===== config.mk =====
export PLATFORM = sky130hd
export DESIGN_NAME = uart_tx_arbiter
export DESIGN_NICKNAME = d
export VERILOG_FILES = /design/src/rtl/uart_arb_pkg.sv /design/src/rtl/rr_priority_picker.sv /design/src/rtl/uart_tx_arbiter.sv
export SDC_FILE = /design/constraint.sdc
export NUM_CORES = 1
export LEC_CHECK = 0
export BUFFER_PORTS_ARGS = -buffer_cell sky130_fd_sc_hd__buf_2
export CELL_PAD_IN_SITES_DETAIL_PLACEMENT = 1
export CELL_PAD_IN_SITES_GLOBAL_PLACEMENT = 1
export CORE_ASPECT_RATIO = 1.75
export CORE_UTILIZATION = 27
export DETAILED_ROUTE_END_ITERATION = 10
export HOLD_SLACK_MARGIN = 0.15
export PLACE_DENSITY_LB_ADDON = 0.1
export SYNTH_ARGS = -nofsm -noshare
export SYNTH_HDL_FRONTEND = slang
export SYNTH_SLANG_ARGS = --single-unit

===== constraint.sdc =====
create_clock -name clk_i -period 2.3 [get_ports clk_i]
set_input_delay 0.23 -clock clk_i [delete_from_list [all_inputs] [get_ports clk_i]]
set_output_delay 0.23 -clock clk_i [all_outputs]
set_load 0.005 [all_outputs]

===== src/rtl/uart_arb_pkg.sv =====
// rtl/uart_arb_pkg.sv - shared state type and round-robin helpers for uart_tx_arbiter
package uart_arb_pkg;

    typedef enum logic {IDLE = 1'b0, GRANT = 1'b1} arb_state_t;

    localparam int MAX_REQ = 16;

    function automatic int idw_of(input int nreq);
        return (nreq > 1) ? $clog2(nreq) : 1;
    endfunction

    // First set bit of valid at or after ptr, wrapping at nreq; returns ptr when none is set.
    function automatic int rr_pick(input logic [MAX_REQ-1:0] valid, input int ptr, input int nreq);
        int idx;
        int j;
        idx = ptr;
        for (int k = MAX_REQ - 1; k >= 0; k--) begin
            if (k < nreq) begin
                j = ptr + k;
                if (j >= nreq) j = j - nreq;
                if (valid[j]) idx = j;
            end
        end
        return idx;
    endfunction

endpackage


===== src/rtl/rr_priority_picker.sv =====
// rtl/rr_priority_picker.sv - combinational rotate-priority encoder starting at ptr
module rr_priority_picker
    import uart_arb_pkg::*;
#(
    parameter int NREQ = 4,
    parameter int IDW  = 2
) (
    input  logic [NREQ-1:0] req_i,
    input  logic [IDW-1:0]  ptr_i,
    output logic [IDW-1:0]  gnt_idx_o,
    output logic            gnt_vld_o
);

    logic [MAX_REQ-1:0] req_ext;

    always_comb begin
        req_ext            = '0;
        req_ext[NREQ-1:0]  = req_i;
        gnt_idx_o          = IDW'(rr_pick(req_ext, int'(ptr_i), NREQ));
    end

    assign gnt_vld_o = |req_i;

endmodule


===== src/rtl/uart_tx_arbiter.sv =====
// rtl/uart_tx_arbiter.sv - message-granular round-robin arbiter in front of the UART TX FIFO; optional idle timeout via UART_TX_ARB_TIMEOUT_EN
module uart_tx_arbiter
    import uart_arb_pkg::*;
#(
    parameter int NREQ    = 4,
    parameter int DBIT    = 8,
    parameter int TIMEOUT = 255
) (
    input  logic                        clk_i,
    input  logic                        reset_n_i,
    input  logic [NREQ-1:0]             req_valid_i,
    input  logic [NREQ*DBIT-1:0]        req_data_i,
    input  logic [NREQ-1:0]             req_last_i,
    output logic [NREQ-1:0]             req_ready_o,
    output logic [DBIT-1:0]             w_data_o,
    output logic                        wr_uart_o,
    input  logic                        tx_full_i,
    output logic                        busy_o,
    output logic [idw_of(NREQ)-1:0]     grant_id_o,
    output logic                        timeout_evt_o
);

    localparam int IDW = idw_of(NREQ);

    arb_state_t     state_q, state_d;
    logic [IDW-1:0] grant_q, grant_d;
    logic [IDW-1:0] rr_ptr_q, rr_ptr_d;
    logic [IDW-1:0] ptr_next;
    logic [IDW-1:0] pick_idx;
    logic           pick_vld;
    logic           timeout_evt_q, timeout_evt_d;
    logic           g_valid, g_last, accept, timeout_hit;

    rr_priority_picker #(
        .NREQ (NREQ),
        .IDW  (IDW)
    ) u_picker (
        .req_i     (req_valid_i),
        .ptr_i     (rr_ptr_q),
        .gnt_idx_o (pick_idx),
        .gnt_vld_o (pick_vld)
    );

    assign g_valid       = req_valid_i[grant_q];
    assign g_last        = req_last_i[grant_q];
    assign w_data_o      = req_data_i[int'(grant_q)*DBIT +: DBIT];
    // Explicit wrap so non-power-of-two NREQ never points past the last requester.
    assign ptr_next      = (grant_q == IDW'(NREQ - 1)) ? '0 : grant_q + IDW'(1);
    assign busy_o        = (state_q == GRANT);
    assign grant_id_o    = grant_q;
    assign timeout_evt_o = timeout_evt_q;

`ifdef UART_TX_ARB_TIMEOUT_EN
    localparam int CW = $clog2(TIMEOUT + 1);

    logic [CW-1:0] idle_cnt_q, idle_cnt_d;

    assign timeout_hit = (state_q == GRANT) && (idle_cnt_q == CW'(TIMEOUT));

    // Held at zero in IDLE so every grant starts counting from zero.
    always_comb begin
        idle_cnt_d = idle_cnt_q;
        if (state_q == IDLE || g_valid) begin
            idle_cnt_d = '0;
        end else begin
            idle_cnt_d = idle_cnt_q + CW'(1);
        end
    end

    always_ff @(posedge clk_i) begin
        if (!reset_n_i) begin
            idle_cnt_q <= '0;
        end else begin
            idle_cnt_q <= idle_cnt_d;
        end
    end
`else
    assign timeout_hit = 1'b0;
`endif

    always_comb begin
        state_d       = state_q;
        grant_d       = grant_q;
        rr_ptr_d      = rr_ptr_q;
        timeout_evt_d = 1'b0;
        req_ready_o   = '0;
        wr_uart_o     = 1'b0;
        accept        = 1'b0;
        unique case (state_q)
            IDLE: begin
                if (pick_vld) begin
                    grant_d = pick_idx;
                    state_d = GRANT;
                end
            end
            GRANT: begin
                if (timeout_hit) begin
                    state_d       = IDLE;
                    rr_ptr_d      = ptr_next;
                    timeout_evt_d = 1'b1;
                end else begin
                    req_ready_o[grant_q] = ~tx_full_i;
                    accept               = g_valid & ~tx_full_i;
                    wr_uart_o            = accept;
                    if (accept && g_last) begin
                        state_d  = IDLE;
                        rr_ptr_d = ptr_next;
                    end
                end
            end
        endcase
    end

    always_ff @(posedge clk_i) begin
        if (!reset_n_i) begin
            state_q       <= IDLE;
            grant_q       <= '0;
            rr_ptr_q      <= '0;
            timeout_evt_q <= 1'b0;
        end else begin
            state_q       <= state_d;
            grant_q       <= grant_d;
            rr_ptr_q      <= rr_ptr_d;
            timeout_evt_q <= timeout_evt_d;
        end
    end

endmodule


==> metrics.txt, run 1 <==
status finished clean; Top Metal Used met4; Clock Path Buffers 2; # IOs 60; fin util 41.9%; Final Power 0.000458 W; Filler Cell Count 359; startpoint types flip-flop; top cell type's share of synthesized area 28.4%; WL met3 191 um; Internal 0.000321 W; drt first pass iters 4; required time of the critical path 2460 ps; Setup CP Type reg -> reg; post-route antenna net violation count 0; register area share after synthesis 12.6%; most common cell in the netlist mux4_2; Seq pwr share 22.1%; GP Congestion 0.785; Vias/cell 5.30; Final setup viols 0; PortBufs 58; Post-Synthesis Cells 79; CP arrival 2150 ps; post-cts sizing count 0; Worst Path Max Fanout 5; ys async rst share 0%; crit path time final 1990 ps; number of global-route vias before repair 909; row cnt 25; largest net degree at the start of global routing 11; ys flop type dfxtp_1; worst hold path type in -> reg; GRT Residual Overflow 0; Synth area leader mux4_2; Mapped Nets 131; DRT met1 WL 874 um; # diodes 0; average size of a mapped cell 10.0 um2; Clock Power Share 37.0%; Logic pwr share 40.8%; die width 42.9 um; HPWL after detailed placement 2210 um; Vias 891; CTS Hold Buffers Added 0; max-capacitance violation count 0; initial antenna violation count 0; die height 73.6 um; clk sinks 5; total negative slack 0 ps; routed wl met2 1440 um; die area 3160 um2; Synth Cell Area 792 um2; CTS Buf Count 3; Clock Latency Late Sink 230 ps; Setup Fix Bufs, Post-CTS 0; nets@finish 194; global-route wire length before repair 4220 um; DRC viols 0; share of cells above drive strength 1 54.6%; Clock Tree Root clkbuf_8; number of flops mapped to enable cells by yosys 0; Cell variety after synth 32; Post-Layout Cell Count 168; initial drt markers 6; DP Cell Count 164; power per cell area 397 nW/um2; DR WL/cell 15.4 um; Net Sw Frac 29.9%; CTS H-tree lvls 1; Sw Pwr 0.000137 W; Yosys reg bits 5; RSZ-0062 raised after global routing no; Area Overhead vs Synth 45.7%; GRT Total Usage 17.9%; Final Hold Fails 0; Commonest cells post-synth 10 x mux4_2, 9 x ha_1, 6 x inv_1, 5 x dfxtp_1, 5 x nand2_1; YS warnings 0; total routed wirelength 2590 um; skew final 2.63 ps; period utilization 86.6%; Clock Pin Slew Worst Setup and Hold Paths 40 ps; core area 2750 um2; crit end category flip-flop; largest cells by area after synthesis mux4_2 28%, ha_1 14%, dfxtp_1 13%, mux2i_1 3.8%, and2_1 3.2%; Peak Freq 502 MHz; Max Slew Vio Count 0; Leakage Power 0.557 nW; Starting Density 28.8%; CTS tree done; Max VDD drop 262 uV
worst max-delay path, cell delays in order (launching register included):
cell	delay [ps]
dfxtp_1	320
inv_1	90
ha_1	370
inv_1	90
nor3_1	340
o311ai_0	220
or3_1	330
a31oi_1	150
sequential cells by signal, summed over array words and instances, names as in the netlist:
name,count
busy_o,1
grant_id_o,2
rr_ptr_q,2
final timing paths:
path	from	slack (ps)	cells after the start	to
min	reset_n_i	280	2	grant_id_o[1]
max	rr_ptr_q[1]	310	7	grant_id_o[0]
max reg2reg	rr_ptr_q[1]	310	7	grant_id_o[0]
min reg2reg	busy_o	630	2	busy_o
cells in the final DEF (no fill, tap or decap), types with 3 or more instances in the layout:
cell / count
clkbuf_8: 3
o21ai_0: 3
ha_1: 9
mux2i_1: 3
buf_4: 4
nand2_1: 5
nor2b_1: 3
nor2_1: 3
dfxtp_1: 5
and2_1: 4
inv_1: 6
buf_2: 58
mux4_2: 10
nor3_1: 4
logic make-up (layout without fill, tap and decap cells):
| kind of cell | count (synthesis) | after routing | share of synthesized area, % |
|---|---|---|---|
| AND/OR/NAND/NOR | 26 | 26 | 17.4 |
| multiplexers | 15 | 15 | 35.5 |
| AO/OA/AOI/OAI | 13 | 13 | 12.2 |
| buffers and inverters | 10 | 72 | 7.58 |
| adder cells (fa/ha/maj) | 9 | 9 | 14.2 |
| flip-flops | 5 | 5 | 12.6 |
| other | 1 | 1 | 0.473 |
stage by stage:
step / hold WS, ps / cell area (um2) / setup WS (ps)
after floorplan: 358 / 792 / 335
after global placement: 508 / 1110 / 405
after detailed placement: 515 / 1110 / 327
after CTS: 286 / 1150 / 302
after global routing: 289 / 1150 / 91.6
final: 285 / 1150 / 308
power by group through the flow:
stage	registers (W)	clock network (W)	logic, W
2_1_floorplan	0.000103	0	0.000111
3_3_place_gp	0.000103	0	0.000185
3_5_place_dp	0.000103	0	0.000190
4_1_cts	0.000102	0.000176	0.000191
5_1_grt	0.000104	0.000178	0.000210
6_report	0.000101	0.000170	0.000187
final cells by class:
type | count | area, um2 | area share, %
Tap cell | 27 | 33.8 | 2.93
Timing Repair Buffer | 62 | 320 | 27.8
Multi-Input combinational cell | 64 | 632 | 54.8
Sequential cell | 5 | 100 | 8.68
Clock buffer | 4 | 45.0 | 3.90
Inverter | 6 | 22.5 | 1.95
layer usage:
layer,global-route usage [%],vias to the layer above
li1,-,423
met1,18.8,418
met2,31.3,43
met3,3.44,7
met4,12.1,0
met5,0,-
(Power assumes the default switching activity.)
==> run 2: changes to the inputs <==
--- a/config.mk
+++ b/config.mk
@@ -6,13 +6,12 @@
 export NUM_CORES = 1
 export LEC_CHECK = 0
 export BUFFER_PORTS_ARGS = -buffer_cell sky130_fd_sc_hd__buf_2
-export CELL_PAD_IN_SITES_DETAIL_PLACEMENT = 1
-export CELL_PAD_IN_SITES_GLOBAL_PLACEMENT = 1
-export CORE_ASPECT_RATIO = 1.75
-export CORE_UTILIZATION = 27
+export CAP_MARGIN = 20
+export CORE_UTILIZATION = 36
+export CTS_CLUSTER_SIZE = 10
 export DETAILED_ROUTE_END_ITERATION = 10
 export HOLD_SLACK_MARGIN = 0.15
-export PLACE_DENSITY_LB_ADDON = 0.1
+export PLACE_DENSITY = 0.73
 export SYNTH_ARGS = -nofsm -noshare
 export SYNTH_HDL_FRONTEND = slang
 export SYNTH_SLANG_ARGS = --single-unit
==> run 2 against run 1 <==
Effect of this change: cell count did not move; utilization rose by 14 points; first-iteration DRC count rose to 8.7 times the previous value; total power fell by 15%; clock skew fell by 1.9 ps; sequential cell count did not move; die area fell by 24%; combinational power fell by 2%; routed wire length fell by 18%; critical endpoint unchanged; global-route usage rose by 1.4 points; final area fell by 1.6%; sequential share of layout area rose by 0.14 points.
==> metrics.txt, run 2 (synthesis gave the netlist of run 1 again) <==
status finished clean; # diodes 0 (unchanged); required time of the critical path 2470 ps (about the same); total routed wirelength 2130 um (-18%); power per cell area 342 nW/um2 (-14%); row cnt 16 (-36%); reg2reg path depth 7 (unchanged); post-cts sizing count 0 (unchanged); DR WL/cell 12.7 um (-18%); Clock Pin Slew Worst Setup and Hold Paths 40 ps (about the same); crit end category flip-flop; RSZ-0062 raised after global routing no; CTS Hold Buffers Added 0 (unchanged); CP arrival 2260 ps (+110 ps); Setup Fix Bufs, Post-CTS 0 (unchanged); Final Hold Fails 0 (unchanged); fin area 1130 um2 (-1.6%); die height 48.9 um (-34%); Worst Path Max Fanout 5 (unchanged); skew final 0.716 ps (-1.91 ps); die area 2390 um2 (-24%); Setup CP Type reg -> reg; GRT Residual Overflow 0 (unchanged); Max Slew Vio Count 0 (unchanged); Fin Hold WS 266 ps (-19.2 ps); crit path time final 2090 ps (+102 ps); Peak Freq 477 MHz (-4.9%); Register Area 100 um2 (unchanged); CP top delay family simple AND/OR/NAND/NOR gates; Final setup viols 0 (unchanged); commonest non-fill, non-tap cells in the layout 58 x buf_2, 10 x mux4_2, 9 x ha_1; Max VDD drop 330 uV (+26%); global-route wire length before repair 3610 um (-14%); Starting Density 39.2% (+10 points); PortBufs 58 (unchanged); # IOs 60 (unchanged); Hold Crit Depth 2 (unchanged); initial antenna violation count 0 (unchanged); Clock Path Buffers 2 (unchanged); met2 usage 35.2% (+3.9 points); commonest non-fill, non-tap cell in the layout buf_2; Filler Cell Count 191 (-47%); total negative slack 0 ps (unchanged); Vias 886 (-0.56%); core area 2020 um2 (-27%); met3 Usage GRT 8.41% (+5.0 points); CTS Buf Count 3 (unchanged); CTS H-tree lvls 1 (unchanged); GRT Total Usage 19.2% (+1.4 points); DRC viols 0 (unchanged); Slew @ Worst Pin 528 ps; Leakage Power 0.550 nW (-1.4%); Vias/cell 5.27 (-0.56%); HPWL after detailed placement 1790 um (-19%); Clock Tree Root clkbuf_4; die width 48.9 um (+14%); nets@finish 194 (unchanged); period utilization 91.1% (+4.4 points); grt peak-use layer met2; cell mode on critical path inv_1; crit path cell chain inv_1, ha_1, inv_1, nor3_1, o311ai_0, or3_1, a31oi_1; number of global-route vias before repair 856 (-5.8%); post-route antenna net violation count 0 (unchanged); Clock Latency Late Sink 240 ps (about the same); share of cells above drive strength 1 54.6% (unchanged); clk sinks 5 (unchanged); drt first pass iters 4 (unchanged); CP Buf/Inv Count 2 (unchanged); GP Congestion 0.835 (+6.3%); worst hold path type in -> reg; met1 usage 20.0% (+1.3 points); max-capacitance violation count 0 (unchanged); largest net degree at the start of global routing 13 (+2); Area Overhead vs Synth 43.3%; CP max stage delay 390 ps (+20 ps); area of the multi-input gates 632 um2 (unchanged); Slowest-stage cell, CP dfxtp_1; startpoint types flip-flop; CTS tree done; worst relative slew slack 64.8%; CP Depth 7 (unchanged); DP Area 1110 um2 (unchanged); initial drt markers 52 (+46)
## run 2: changes by cell type in the layout (fill, tap and decap cells not counted)
| cell | delta |
|---|---|
| clkbuf_8 | -3 |
| clkbuf_4 | +3 |
## run 2: cell type report
cell class	instances	share of cell area [%]
Tap cell	27	2.98
Clock buffer	4	2.32
Inverter	6	1.98
Multi-Input combinational cell	64	55.7
Timing Repair Buffer	62	28.2
Sequential cell	5	8.82
## run 2: through the flow
step / total power (W) / worst slack, ps / util, % / instances
after detailed placement: 0.000289 / 251 / 54.8 / 164
after CTS: 0.000394 / 244 / 56.1 / 168
after global placement: 0.000285 / 363 / 54.8 / 164
after floorplan: 0.000213 / 335 / - / 79
after global routing: 0.000419 / 27.6 / 56.1 / 168
final: 0.000389 / 206 / 56.1 / 168
## run 2: where the power goes
| part | internal [W] | switching, W | leakage (nW) |
|---|---|---|---|
| combinational | 0.000109 | 0.0000742 | 0.494 |
| sequential | 0.0000927 | 0.0000115 | 0.0410 |
| clock | 0.0000656 | 0.0000356 | 0.0150 |
## run 2: routing by layer
metal  vias up  wire length [um]
met5         -                 0
met4         0                15
met3         2               236
met2        55              1060
met1       402               812
li1        427                 -
## run 2: path summary, 6_finish.rpt
kind,start,endpoint,slack (ps)
setup reg to reg,rr_ptr_q[0],grant_id_o[0],210
hold reg to reg,rr_ptr_q[0],rr_ptr_q[0],530
setup / recovery,rr_ptr_q[0],grant_id_o[0],210
hold / removal,reset_n_i,grant_id_o[1],270
==> run 3: changes to the inputs <==
--- a/config.mk
+++ b/config.mk
@@ -5,13 +5,15 @@
 export SDC_FILE = /design/constraint.sdc
 export NUM_CORES = 1
 export LEC_CHECK = 0
+export ABC_AREA = 1
 export BUFFER_PORTS_ARGS = -buffer_cell sky130_fd_sc_hd__buf_2
 export CAP_MARGIN = 20
+export CORE_ASPECT_RATIO = 1.75
 export CORE_UTILIZATION = 36
 export CTS_CLUSTER_SIZE = 10
 export DETAILED_ROUTE_END_ITERATION = 10
 export HOLD_SLACK_MARGIN = 0.15
-export PLACE_DENSITY = 0.73
+export PLACE_DENSITY = 0.71
 export SYNTH_ARGS = -nofsm -noshare
 export SYNTH_HDL_FRONTEND = slang
 export SYNTH_SLANG_ARGS = --single-unit
==> run 3 against run 2 <==
Effect of this change: first-iteration DRC count shrank 48%; sequential power is essentially flat; critical endpoint unchanged; hold slack gained 36 ps; combinational power grew 48%; critical path type unchanged; register-to-register slack gained 300 ps; critical path depth grew 4.
==> metrics.txt, run 3 <==
status finished clean; Area Overhead vs Synth 41.5%; Slew @ Worst Pin 515 ps (-13.4 ps); Clock Pin Slew Worst Setup and Hold Paths 30 ps (about the same); post-route antenna net violation count 0 (unchanged); PortBufs 58 (unchanged); Leakage Power 0.693 nW (+26%); max-capacitance violation count 0 (unchanged); Starting Density 37.9% (-1.3 points); CTS Hold Buffers Added 0 (unchanged); GRT Residual Overflow 0 (unchanged); drt first pass iters 4 (unchanged); Commonest cells post-synth 26 x nand2_1, 24 x nor2_1, 21 x o21ai_0, 19 x inv_1, 12 x nand3_1; YS warnings 0 (unchanged); Max VDD drop 314 uV (-4.9%); DR WL/cell 10.9 um (-14%); top cell type's share of synthesized area 12.9% (-16 points); crit end category flip-flop; period utilization 78.1% (-13 points); total routed wirelength 2580 um (+21%); clk sinks 5 (unchanged); hold path start reset_n_i; post-cts sizing count 0 (unchanged); Clock Path Buffers 2 (unchanged); Clock Latency Late Sink 220 ps (-20 ps); ys flop type dfxtp_1; power per cell area 435 nW/um2 (+27%); Vias/cell 5.05 (-4.3%); register area share after synthesis 11.5% (-1.2 points); Cell variety after synth 25 (-22%); share of cells above drive strength 1 35.8% (-19 points); endpoint of the lowest-slack register-to-register path grant_id_o[0]; die height 67.1 um (+37%); flop2flop setup slack 500 ps (+300 ps); Worst R2R Start rr_ptr_q[1]; Synth area leader ha_1; Final setup viols 0 (unchanged); GP Congestion 0.842 (+0.91%); most common cell in the netlist nand2_1; average size of a mapped cell 5.70 um2 (-43%); worst hold path type in -> reg; die width 39.2 um (-20%); # IOs 60 (unchanged); worst relative slew slack 65.7% (+0.90 points); Worst Path Max Fanout 7 (+2); commonest non-fill, non-tap cell in the layout buf_2; Final Power 0.000537 W (+38%); # diodes 0 (unchanged); CP arrival 1910 ps (-350 ps); Post-Synthesis Cells 153 (+94%); largest net degree at the start of global routing 24 (+11); required time of the critical path 2420 ps (-50 ps); Peak Freq 556 MHz (+17%); largest cells by area after synthesis ha_1 13%, o21ai_0 12%, dfxtp_1 11%, nand2_1 11%, nor2_1 10%; startpoint types flip-flop; global-route wire length before repair 3820 um (+5.7%); Filler Cell Count 260 (+36%); HPWL after detailed placement 2100 um (+17%); CTS H-tree lvls 1 (unchanged); skew final 0.791 ps (+0.0746 ps); Register Area 100 um2 (unchanged); initial antenna violation count 0 (unchanged); Vias 1196 (+35%); Yosys reg bits 5 (unchanged); hold endpoint busy_o; nets@finish 265 (+37%); Clock Tree Root clkbuf_8; Max Slew Vio Count 0 (unchanged); crit path time final 1800 ps (-297 ps); number of flops mapped to enable cells by yosys 0 (unchanged); CTS tree done; total negative slack 0 ps (unchanged); die area 2630 um2 (+10%); initial drt markers 27 (-48%); reg2reg path depth 11 (+4); GRT Total Usage 20.0% (+0.75 points); commonest non-fill, non-tap cells in the layout 58 x buf_2, 26 x nand2_1, 24 x nor2_1; DRC viols 0 (unchanged); Synth Cell Area 872 um2 (+10%); CTS Buf Count 3 (unchanged); row cnt 23 (+7); core area 2300 um2 (+14%); Hold Crit Depth 3 (+1); RSZ-0062 raised after global routing no; Setup Fix Bufs, Post-CTS 0 (unchanged); Mapped Nets 205 (+56%); number of global-route vias before repair 1006 (+18%); Final Hold Fails 0 (unchanged); area of the multi-input gates 662 um2 (+4.8%); Worst setup startpoint rr_ptr_q[1]; ys async rst share 0% (unchanged); Setup CP Type reg -> reg
-- run 3: critical path, stage by stage (launching register included) --
cell and delay, ps:
dfxtp_1 450, inv_1 160, ha_1 380, inv_1 100, nand3_1 90, nand3_1 90
o21ai_1 160, nand2_1 70, nand2_1 60, nand3_1 60, nand2_1 60, inv_1 30
-- run 3: cell type report --
| cell class | count | area share, % |
|---|---|---|
| well taps | 25 | 2.54 |
| clock buffers | 4 | 3.65 |
| inverters | 20 | 6.09 |
| repair buffers | 62 | 26.0 |
| flip-flops and latches | 5 | 8.11 |
| multi-input cells | 121 | 53.7 |
-- run 3: report_power, final --
group	leakage (nW)	internal [W]	switching, W
combinational	0.629	0.000121	0.000149
clock	0.0228	0.000119	0.0000405
sequential	0.0411	0.0000950	0.0000123
-- run 3: per-stage QoR --
stage / setup slack, ps / instances / instance area [um2] / utilization [%] / hold WS, ps
finish: 503 / 237 / 1230 / 53.6 / 301
global route: 319 / 237 / 1230 / 53.6 / 334
CTS: 505 / 237 / 1230 / 53.6 / 303
detailed placement: 513 / 233 / 1190 / 51.6 / 529
global placement: 547 / 233 / 1190 / 51.6 / 527
floorplan: 613 / 153 / 872 / - / 370
-- run 3: logic make-up after synthesis --
kind of cell,count (synthesis),synth area share (%)
and+or+nand+nor,70,35.6
adders and majority gates,9,12.9
buffers and inverters,27,12.6
AOI/OAI and AO/OA,41,27.0
other,1,0.430
DFF,5,11.5
-- run 3: how the worst max path moves through the flow --
stage	slack [ps]	end	cells after the start
2_1_floorplan	610	grant_id_o[0]	11
3_3_place_gp	550	grant_id_o[0]	11
3_5_place_dp	510	grant_id_o[0]	11
4_1_cts	500	grant_id_o[0]	11
5_1_grt	320	grant_id_o[0]	11
6_report	500	grant_id_o[0]	11
-- run 3: layer usage --
metal  wire length [um]  global-route usage (%)  vias up
li1                   -                       -      623
met1                960                    17.2      501
met2               1290                    40.2       66
met3                249                    3.67        6
met4                 76                    8.62        0
met5                  0                       0        -
